==> src/rtl/hamming_display_sched_pkg.sv <==
// Shared types, display codes and helpers for the Hamming decoder display scheduler.
package hamming_disp_pkg;

    typedef enum logic {
        BLANK = 1'b0,
        SHOW  = 1'b1
    } scan_state_t;

    typedef enum logic {
        PG_RAW  = 1'b0,
        PG_CORR = 1'b1
    } page_t;

    localparam logic [1:0] AN_POS0  = 2'b10;
    localparam logic [1:0] AN_POS1  = 2'b01;
    localparam logic [1:0] AN_OFF   = 2'b11;
    localparam logic [3:0] ERR_CODE = 4'hE;

    typedef struct packed {
        logic [3:0] rx;
        logic [2:0] syn;
        logic [3:0] corr;
    } snap_t;

    // Bits needed to hold 0..term.
    function automatic int unsigned cnt_width(input longint unsigned term);
        return (term == 0) ? 1 : $clog2(term + 1);
    endfunction

    function automatic logic [3:0] slot_code(input logic pos, input page_t pg, input snap_t s);
        if (!pos) return (pg == PG_RAW) ? s.rx : s.corr;
        if (pg == PG_RAW) return {1'b0, s.syn};
        return (s.syn != 3'd0) ? ERR_CODE : 4'h0;
    endfunction

endpackage

==> src/rtl/hamming_display_sched_if.sv <==
// Decoder-result handshake bus between the Hamming decoder and the display scheduler.
interface hamming_display_sched_if;
    logic       res_valid;
    logic       res_ready;
    logic [3:0] rx_word;
    logic [2:0] syndrome;
    logic [3:0] corr_word;

    modport master (output res_valid, rx_word, syndrome, corr_word, input res_ready);
    modport slave  (input res_valid, rx_word, syndrome, corr_word, output res_ready);
endinterface

==> src/rtl/hamming_display_sched_btn_debounce.sv <==
// Push-button conditioner: 2-flop synchronizer, stability counter, rising-edge pulse.
module btn_debounce
    import hamming_disp_pkg::*;
#(
    parameter int unsigned STABLE_CYC = 540000
) (
    input  logic clk,
    input  logic rst,
    input  logic btn,
    output logic next_req
);
    localparam int unsigned CNT_W = cnt_width(64'(STABLE_CYC) - 64'd1);

    logic             sync1;
    logic             sync2;
    logic             level;
    logic [CNT_W-1:0] cnt;

    always_ff @(posedge clk) begin
        if (rst) begin
            sync1    <= 1'b0;
            sync2    <= 1'b0;
            level    <= 1'b0;
            cnt      <= '0;
            next_req <= 1'b0;
        end else begin
            sync1    <= btn;
            sync2    <= sync1;
            next_req <= 1'b0;
            if (sync2 == level) begin
                cnt <= '0;
            end else if (cnt == CNT_W'(64'(STABLE_CYC) - 64'd1)) begin
                cnt      <= '0;
                level    <= sync2;
                next_req <= sync2;
            end else begin
                cnt <= cnt + 1'b1;
            end
        end
    end

endmodule

==> src/rtl/hamming_display_sched.sv <==
// Two-digit multiplexed 7-seg scheduler for the Hamming decoder board.
// Optional pos1 error blink is built when HAMMING_ERR_BLINK_EN is defined.
module hamming_display_sched
    import hamming_disp_pkg::*;
#(
    parameter int unsigned CLK_HZ      = 27000000,
    parameter int unsigned SLOT_HZ     = 1000,
    parameter int unsigned BLANK_CYC   = 270,
    parameter int unsigned PAGE_MS     = 2000,
    parameter int unsigned DEBOUNCE_MS = 20
) (
    input  logic                    clk,
    input  logic                    rst,
    hamming_display_sched_if.slave  res,
    input  logic                    btn_next,
    input  logic                    auto_en,
    output logic [3:0]              digit,
    output logic [1:0]              an,
    output logic                    page
);
    localparam longint unsigned SLOT_CYC = 64'(CLK_HZ / SLOT_HZ);
    localparam longint unsigned PAGE_CYC = 64'(PAGE_MS) * 64'(CLK_HZ) / 64'd1000;
    localparam longint unsigned DEB_CYC  = 64'(DEBOUNCE_MS) * 64'(CLK_HZ) / 64'd1000;
    localparam int unsigned     SLOT_W   = cnt_width(SLOT_CYC - 64'd1);
    localparam int unsigned     PAGE_W   = cnt_width(PAGE_CYC - 64'd1);

    scan_state_t       state_q, state_d;
    logic [SLOT_W-1:0] cnt_q, cnt_d;
    logic              pos_q, pos_d;
    logic [1:0]        an_d;
    logic [3:0]        digit_d;
    logic              ready_q, ready_d;
    snap_t             snap_q, snap_d;
    page_t             page_q, page_d;
    page_t             disp_q, disp_d;
    logic [PAGE_W-1:0] tmr_q, tmr_d;
    logic              accept;
    logic              next_req;

`ifdef HAMMING_ERR_BLINK_EN
    localparam longint unsigned BLINK_HALF = 64'(CLK_HZ / 4);
    localparam int unsigned     BLINK_W    = cnt_width(BLINK_HALF - 64'd1);
    logic [BLINK_W-1:0] blink_cnt_q, blink_cnt_d;
    logic               blink_off_q, blink_off_d;
`endif

    btn_debounce #(
        .STABLE_CYC (32'(DEB_CYC))
    ) u_btn (
        .clk      (clk),
        .rst      (rst),
        .btn      (btn_next),
        .next_req (next_req)
    );

    assign res.res_ready = ready_q;
    assign page          = page_q;

    always_comb begin
        accept  = res.res_valid & ready_q;
        snap_d  = snap_q;
        state_d = state_q;
        cnt_d   = cnt_q + 1'b1;
        pos_d   = pos_q;
        an_d    = an;
        digit_d = digit;
        disp_d  = disp_q;
        page_d  = page_q;
        tmr_d   = tmr_q;

        if (accept) snap_d = '{rx: res.rx_word, syn: res.syndrome, corr: res.corr_word};

        if (accept) begin
            page_d = PG_RAW;
            tmr_d  = '0;
        end else if (next_req) begin
            page_d = (page_q == PG_RAW) ? PG_CORR : PG_RAW;
            tmr_d  = '0;
        end else if (!auto_en) begin
            tmr_d = '0;
        end else if (tmr_q == PAGE_W'(PAGE_CYC - 64'd1)) begin
            page_d = (page_q == PG_RAW) ? PG_CORR : PG_RAW;
            tmr_d  = '0;
        end else begin
            tmr_d = tmr_q + 1'b1;
        end

`ifdef HAMMING_ERR_BLINK_EN
        blink_cnt_d = blink_cnt_q + 1'b1;
        blink_off_d = blink_off_q;
        if (accept) begin
            blink_cnt_d = '0;
            blink_off_d = 1'b0;
        end else if (blink_cnt_q == BLINK_W'(BLINK_HALF - 64'd1)) begin
            blink_cnt_d = '0;
            blink_off_d = ~blink_off_q;
        end
`endif

        // Digit content is resolved on SHOW entry using the snapshot as it will be
        // after this edge, so a result accepted in the last BLANK cycle is shown.
        if (cnt_q == SLOT_W'(SLOT_CYC - 64'd1)) begin
            cnt_d   = '0;
            pos_d   = ~pos_q;
            state_d = BLANK;
            an_d    = AN_OFF;
            digit_d = '0;
            disp_d  = page_d;
        end else if (state_q == BLANK && cnt_q == SLOT_W'(64'(BLANK_CYC) - 64'd1)) begin
            state_d = SHOW;
            an_d    = pos_q ? AN_POS1 : AN_POS0;
            digit_d = slot_code(pos_q, disp_q, snap_d);
`ifdef HAMMING_ERR_BLINK_EN
            if (pos_q && snap_d.syn != 3'd0 && blink_off_q) an_d = AN_OFF;
`endif
        end

        ready_d = (state_d == BLANK);
    end

    always_ff @(posedge clk) begin
        if (rst) begin
            state_q <= BLANK;
            cnt_q   <= '0;
            pos_q   <= 1'b0;
            an      <= AN_OFF;
            digit   <= '0;
            ready_q <= 1'b0;
            snap_q  <= '0;
            page_q  <= PG_RAW;
            disp_q  <= PG_RAW;
            tmr_q   <= '0;
`ifdef HAMMING_ERR_BLINK_EN
            blink_cnt_q <= '0;
            blink_off_q <= 1'b0;
`endif
        end else begin
            state_q <= state_d;
            cnt_q   <= cnt_d;
            pos_q   <= pos_d;
            an      <= an_d;
            digit   <= digit_d;
            ready_q <= ready_d;
            snap_q  <= snap_d;
            page_q  <= page_d;
            disp_q  <= disp_d;
            tmr_q   <= tmr_d;
`ifdef HAMMING_ERR_BLINK_EN
            blink_cnt_q <= blink_cnt_d;
            blink_off_q <= blink_off_d;
`endif
        end
    end

endmodule

==> src/flat_wrapper.sv <==
// flat-port wrapper written by rule: the top's interface ports become plain ports
module hamming_display_sched_flat import hamming_disp_pkg::*;
#(
    parameter int unsigned CLK_HZ      = 27000000,
    parameter int unsigned SLOT_HZ     = 1000,
    parameter int unsigned BLANK_CYC   = 270,
    parameter int unsigned PAGE_MS     = 2000,
    parameter int unsigned DEBOUNCE_MS = 20
)
  (clk, rst, btn_next, auto_en, digit, an, page, res_res_valid, res_rx_word, res_syndrome, res_corr_word, res_res_ready);
  hamming_display_sched_if res_i ();
  input  logic clk;
  input  logic rst;
  input  logic btn_next;
  input  logic auto_en;
  output logic [3:0] digit;
  output logic [1:0] an;
  output logic page;
  input wire logic [$bits(res_i.res_valid)-1:0] res_res_valid;
  input wire logic [$bits(res_i.rx_word)-1:0] res_rx_word;
  input wire logic [$bits(res_i.syndrome)-1:0] res_syndrome;
  input wire logic [$bits(res_i.corr_word)-1:0] res_corr_word;
  output wire logic [$bits(res_i.res_ready)-1:0] res_res_ready;
  assign res_i.res_valid = res_res_valid;
  assign res_i.rx_word = res_rx_word;
  assign res_i.syndrome = res_syndrome;
  assign res_i.corr_word = res_corr_word;
  assign res_res_ready = res_i.res_ready;
  hamming_display_sched #(.CLK_HZ(CLK_HZ), .SLOT_HZ(SLOT_HZ), .BLANK_CYC(BLANK_CYC), .PAGE_MS(PAGE_MS), .DEBOUNCE_MS(DEBOUNCE_MS)) u_core (.clk(clk), .rst(rst), .res(res_i), .btn_next(btn_next), .auto_en(auto_en), .digit(digit), .an(an), .page(page));
endmodule
==> config.mk <==
export PLATFORM = sky130hd
export DESIGN_NAME = hamming_display_sched_flat
export DESIGN_NICKNAME = d
export VERILOG_FILES = /design/src/rtl/hamming_display_sched_pkg.sv /design/src/rtl/hamming_display_sched_if.sv /design/src/rtl/hamming_display_sched_btn_debounce.sv /design/src/rtl/hamming_display_sched.sv /design/src/flat_wrapper.sv
export SDC_FILE = /design/constraint.sdc
export NUM_CORES = 1
export LEC_CHECK = 0
export CORE_ASPECT_RATIO = 1.2
export CORE_MARGIN = 2
export CORE_UTILIZATION = 45
export DETAILED_ROUTE_END_ITERATION = 12
export HOLD_SLACK_MARGIN = 0.12
export MAX_ROUTING_LAYER = met4
export PLACE_DENSITY = 0.66
export SYNTH_ARGS = -nofsm -noshare
export SYNTH_HDL_FRONTEND = slang
export SYNTH_SLANG_ARGS = --single-unit
==> constraint.sdc <==
create_clock -name clk -period 1.6 [get_ports clk]
set_input_delay 0.32 -clock clk [delete_from_list [all_inputs] [get_ports clk]]
set_output_delay 0.32 -clock clk [all_outputs]
set_load 0.1 [all_outputs]
==> flow_metrics.py <==
metrics = {
    "outcome": {
        "violations": "setup timing",
        "outcome": "finished with violations",
    },
    "clock_network": {
        "tritoncts": "built",
        "cts_hold_buffers": 0,
        "path_clk_slew_ps": 90,
        "cts.sinks": 87,
        "cts_buffer_depth": 2,
        "root_buffer": "clkbuf_8",
        "clk_latency_ps": 360,
        "cts_made_buffers": 9,
        "htreeDepth": 3,
    },
    "route": {
        "vias": 3461,
        "drt_pass1_iterations": 5,
        "drt-total-wl_um": 9630,
        "wire_per_inst_um": 14.3,
        "vias_per_cell": 5.13,
        "ant_nets": 0,
        "drc_errors": 0,
        "dr.first_iter.drc_count": 130,
    },
    "sta": {
        "clock_skew_ps": 9.74,
        "slew_headroom": 0.696,
        "grt_setup_unrepaired": "true",
        "hold_viol": 0,
        "max_freq_mhz": 597,
        "worst_slack_ps": -75.1,
        "slew_violations": 0,
        "setup_viol": 55,
        "worst_slew_pin_slew_ps": 452,
        "period_share": 1.05,
        "period_needed_ps": 1680,
    },
    "global_route": {
        "grt-ovfl-total": 0,
        "grt_max_degree": 17,
        "grt.total_usage": 0.198,
        "grt_pass1_wl_um": 14500,
        "antenna_found_initial": 0,
        "first_global_vias": 3344,
    },
    "critical_path": {
        "startpoint_type": "flop",
        "worstPathArrival_ps": 1950,
        "worstSetupEndpointType": "flop",
        "cpPeakStageDelay_ps": 330,
        "cp_top_family": "simple AND/OR/NAND/NOR gates",
        "crit_buf_inv": 3,
        "critical_path_class": "flop to flop",
        "required_ps": 1880,
        "cp_max_fo": 8,
        "crit_path_top_delay_cell": "dfxtp_2",
        "crit_chain": "inv_2 -> ha_4 -> nor4b_4 -> nand2_2 -> nor4b_2 -> buf_4 -> buf_6 -> nor2_1 -> a211oi_1",
    },
    "logic_synthesis": {
        "netlist_instances": 438,
        "synth_top_area_frac": 0.444,
        "synthTopCellsByCount": "94 x nor2_1, 87 x dfxtp_1, 36 x xor2_1",
        "async_reset_ff_frac": 0,
        "syn_area_per_cell_um2": 8.95,
        "yosysTopAreaCell": "dfxtp_1",
        "synth_nets": 458,
        "synth_edf_count": 0,
        "yosys-top-cells-area": "dfxtp_1 44%, nor2_1 9.0%, xor2_1 8.0%, xnor2_1 4.2%, nand2_1 3.2%",
        "netlist_area_um2": 3920,
        "yosys_most_used_dff": "dfxtp_1",
        "yosysWarnings": 0,
        "ys_seq_area_frac": 0.444,
        "synth_most_common_cell": "nor2_1",
        "synth.ff_latch_count": 87,
        "synth_cell_types": 48,
    },
    "die": {
        "die_w_um": 89.2,
        "pin_count": 24,
        "initial_core_util": 0.460,
        "fp.dieArea_um2": 9470,
        "fp.dieH_um": 106,
        "coreArea_um2": 8520,
        "rows": 37,
    },
    "placement": {
        "dp_slack_ps": -297,
        "io_buffers": 23,
        "dp_hpwl_um": 6020,
        "gp_congestion": 0.837,
    },
    "cells_and_area": {
        "fillers": 640,
        "seq_area_um2": 1780,
        "multi_input_area_um2": 2560,
        "drive_above_1_share": 0.416,
        "antennaDiodeCount": 0,
        "nets": 573,
        "area_growth_pct": 50.1,
    },
    "power": {
        "p_leak_nw": 2.26,
        "powerDensity_nw_per_um2": 717,
        "peakVddDrop_v": 0.000473,
        "power_w": 0.00422,
    },
    "hold_path": {
        "worstHoldPathType": "flop to flop",
    },
    "job": {
        "max_cap_violations": 0,
    },
}
-- layout by cell type, fill, tap and decap left out, types with 3 or more instances in the layout --
cell and count:
buf_4 83, dfxtp_1 64, nor2_1 61, xor2_1 29, nand2_1 27, dfxtp_2 21
nand3_1 19, xnor2_1 18, nor2_2 18, nor2_4 16, and3_1 16, clkdlybuf4s50_1 15
nand4_1 12, buf_12 11, clkbuf_8 10, mux2i_1 9, nor3_1 8, inv_1 7
buf_6 7, xor2_2 6, nor2b_1 6, a21oi_1 5, a211o_1 5, nand2_2 4
nor4_4 4, a211oi_1 4, ha_4 4, nand3_2 3, nor4b_4 3, o21ai_0 3
-- where the power goes --
part | internal, W | switching, W
Combinational | 0.000156 | 0.000134
Sequential | 0.00219 | 0.0000173
Clock | 0.000930 | 0.000793
Total | 0.00327 | 0.000944
-- flip-flops by register name, indices dropped and copies added (netlist names) --
| name | flops |
|---|---|
| u_core.tmr_q | 26 |
| u_core.cnt_q | 15 |
| u_core.snap_q | 11 |
| u_core.pos_q | 1 |
| u_core.u_btn.next_req | 1 |
| u_core.page | 1 |
| u_core.u_btn.level | 1 |
| u_core.disp_q | 1 |
| u_core.state_q | 1 |
| u_core.digit | 4 |
| u_core.an | 2 |
| u_core.u_btn.sync1 | 1 |
| u_core.res.res_ready | 1 |
| u_core.u_btn.cnt | 20 |
| u_core.u_btn.sync2 | 1 |
-- cells by family (layout without fill, tap and decap cells) --
family / Yosys count / count (layout) / share of synthesized area
simple gates: 229 / 229 / 0.304
compound gates: 28 / 28 / 0.0511
fa+ha+maj: 4 / 4 / 0.0128
buf+inv: 23 / 143 / 0.0335
xor+xnor: 55 / 55 / 0.123
mux: 12 / 12 / 0.0313
flops: 87 / 87 / 0.444
-- layer usage --
layer  routed length [um]  vias up  global-route usage
met4                  266        0              0.0746
li1                     -     1719                   -
met1                 4030     1656               0.236
met3                  296       21              0.0349
met5                    0        -                   -
met2                 5030       65               0.330
-- through the flow --
stage / instance area (um^2) / std cells / hold slack, ps / util / TNS [ps]
floorplan: 3980 / 438 / 414 / - / -7.10
global placement: 4930 / 641 / 430 / 0.579 / -6370
detailed placement: 4930 / 641 / 429 / 0.579 / -7880
CTS: 5290 / 663 / 449 / 0.621 / -1150
global route: 5880 / 675 / 474 / 0.691 / -5640
finish: 5880 / 675 / 448 / 0.691 / -1810
-- worst paths after layout --
path | from | end | slack, ps | cells after the start
setup / recovery | u_core.cnt_q[1]$_SDFF_PP0_ | u_core.digit[0]$_SDFFE_PP0P_ | -80 | 9
hold / removal | u_core.u_btn.sync1$_SDFF_PP0_ | u_core.u_btn.sync2$_SDFF_PP0_ | 450 | 1
setup reg to reg | u_core.cnt_q[1]$_SDFF_PP0_ | u_core.digit[0]$_SDFFE_PP0P_ | -80 | 9
hold reg to reg | u_core.u_btn.sync1$_SDFF_PP0_ | u_core.u_btn.sync2$_SDFF_PP0_ | 450 | 1
-- area by class of cell --
cell class,count,share of cell area
timing repair buffer,119,0.193
sequential,87,0.302
multi-input combinational,328,0.436
inverter,8,0.00511
clock buffer,10,0.0234
clock inverter,6,0.0155
tap,117,0.0249
-- what timing repair did --
item,in CTS,in global routing
cloned,0,3
endpoints found under the setup margin,62,68
setup buffers,6,10
pin swaps,17,39
resized for setup,20,113
hold endpoints to repair,0,0
No activity file was read; power rests on OpenSTA's default activity.
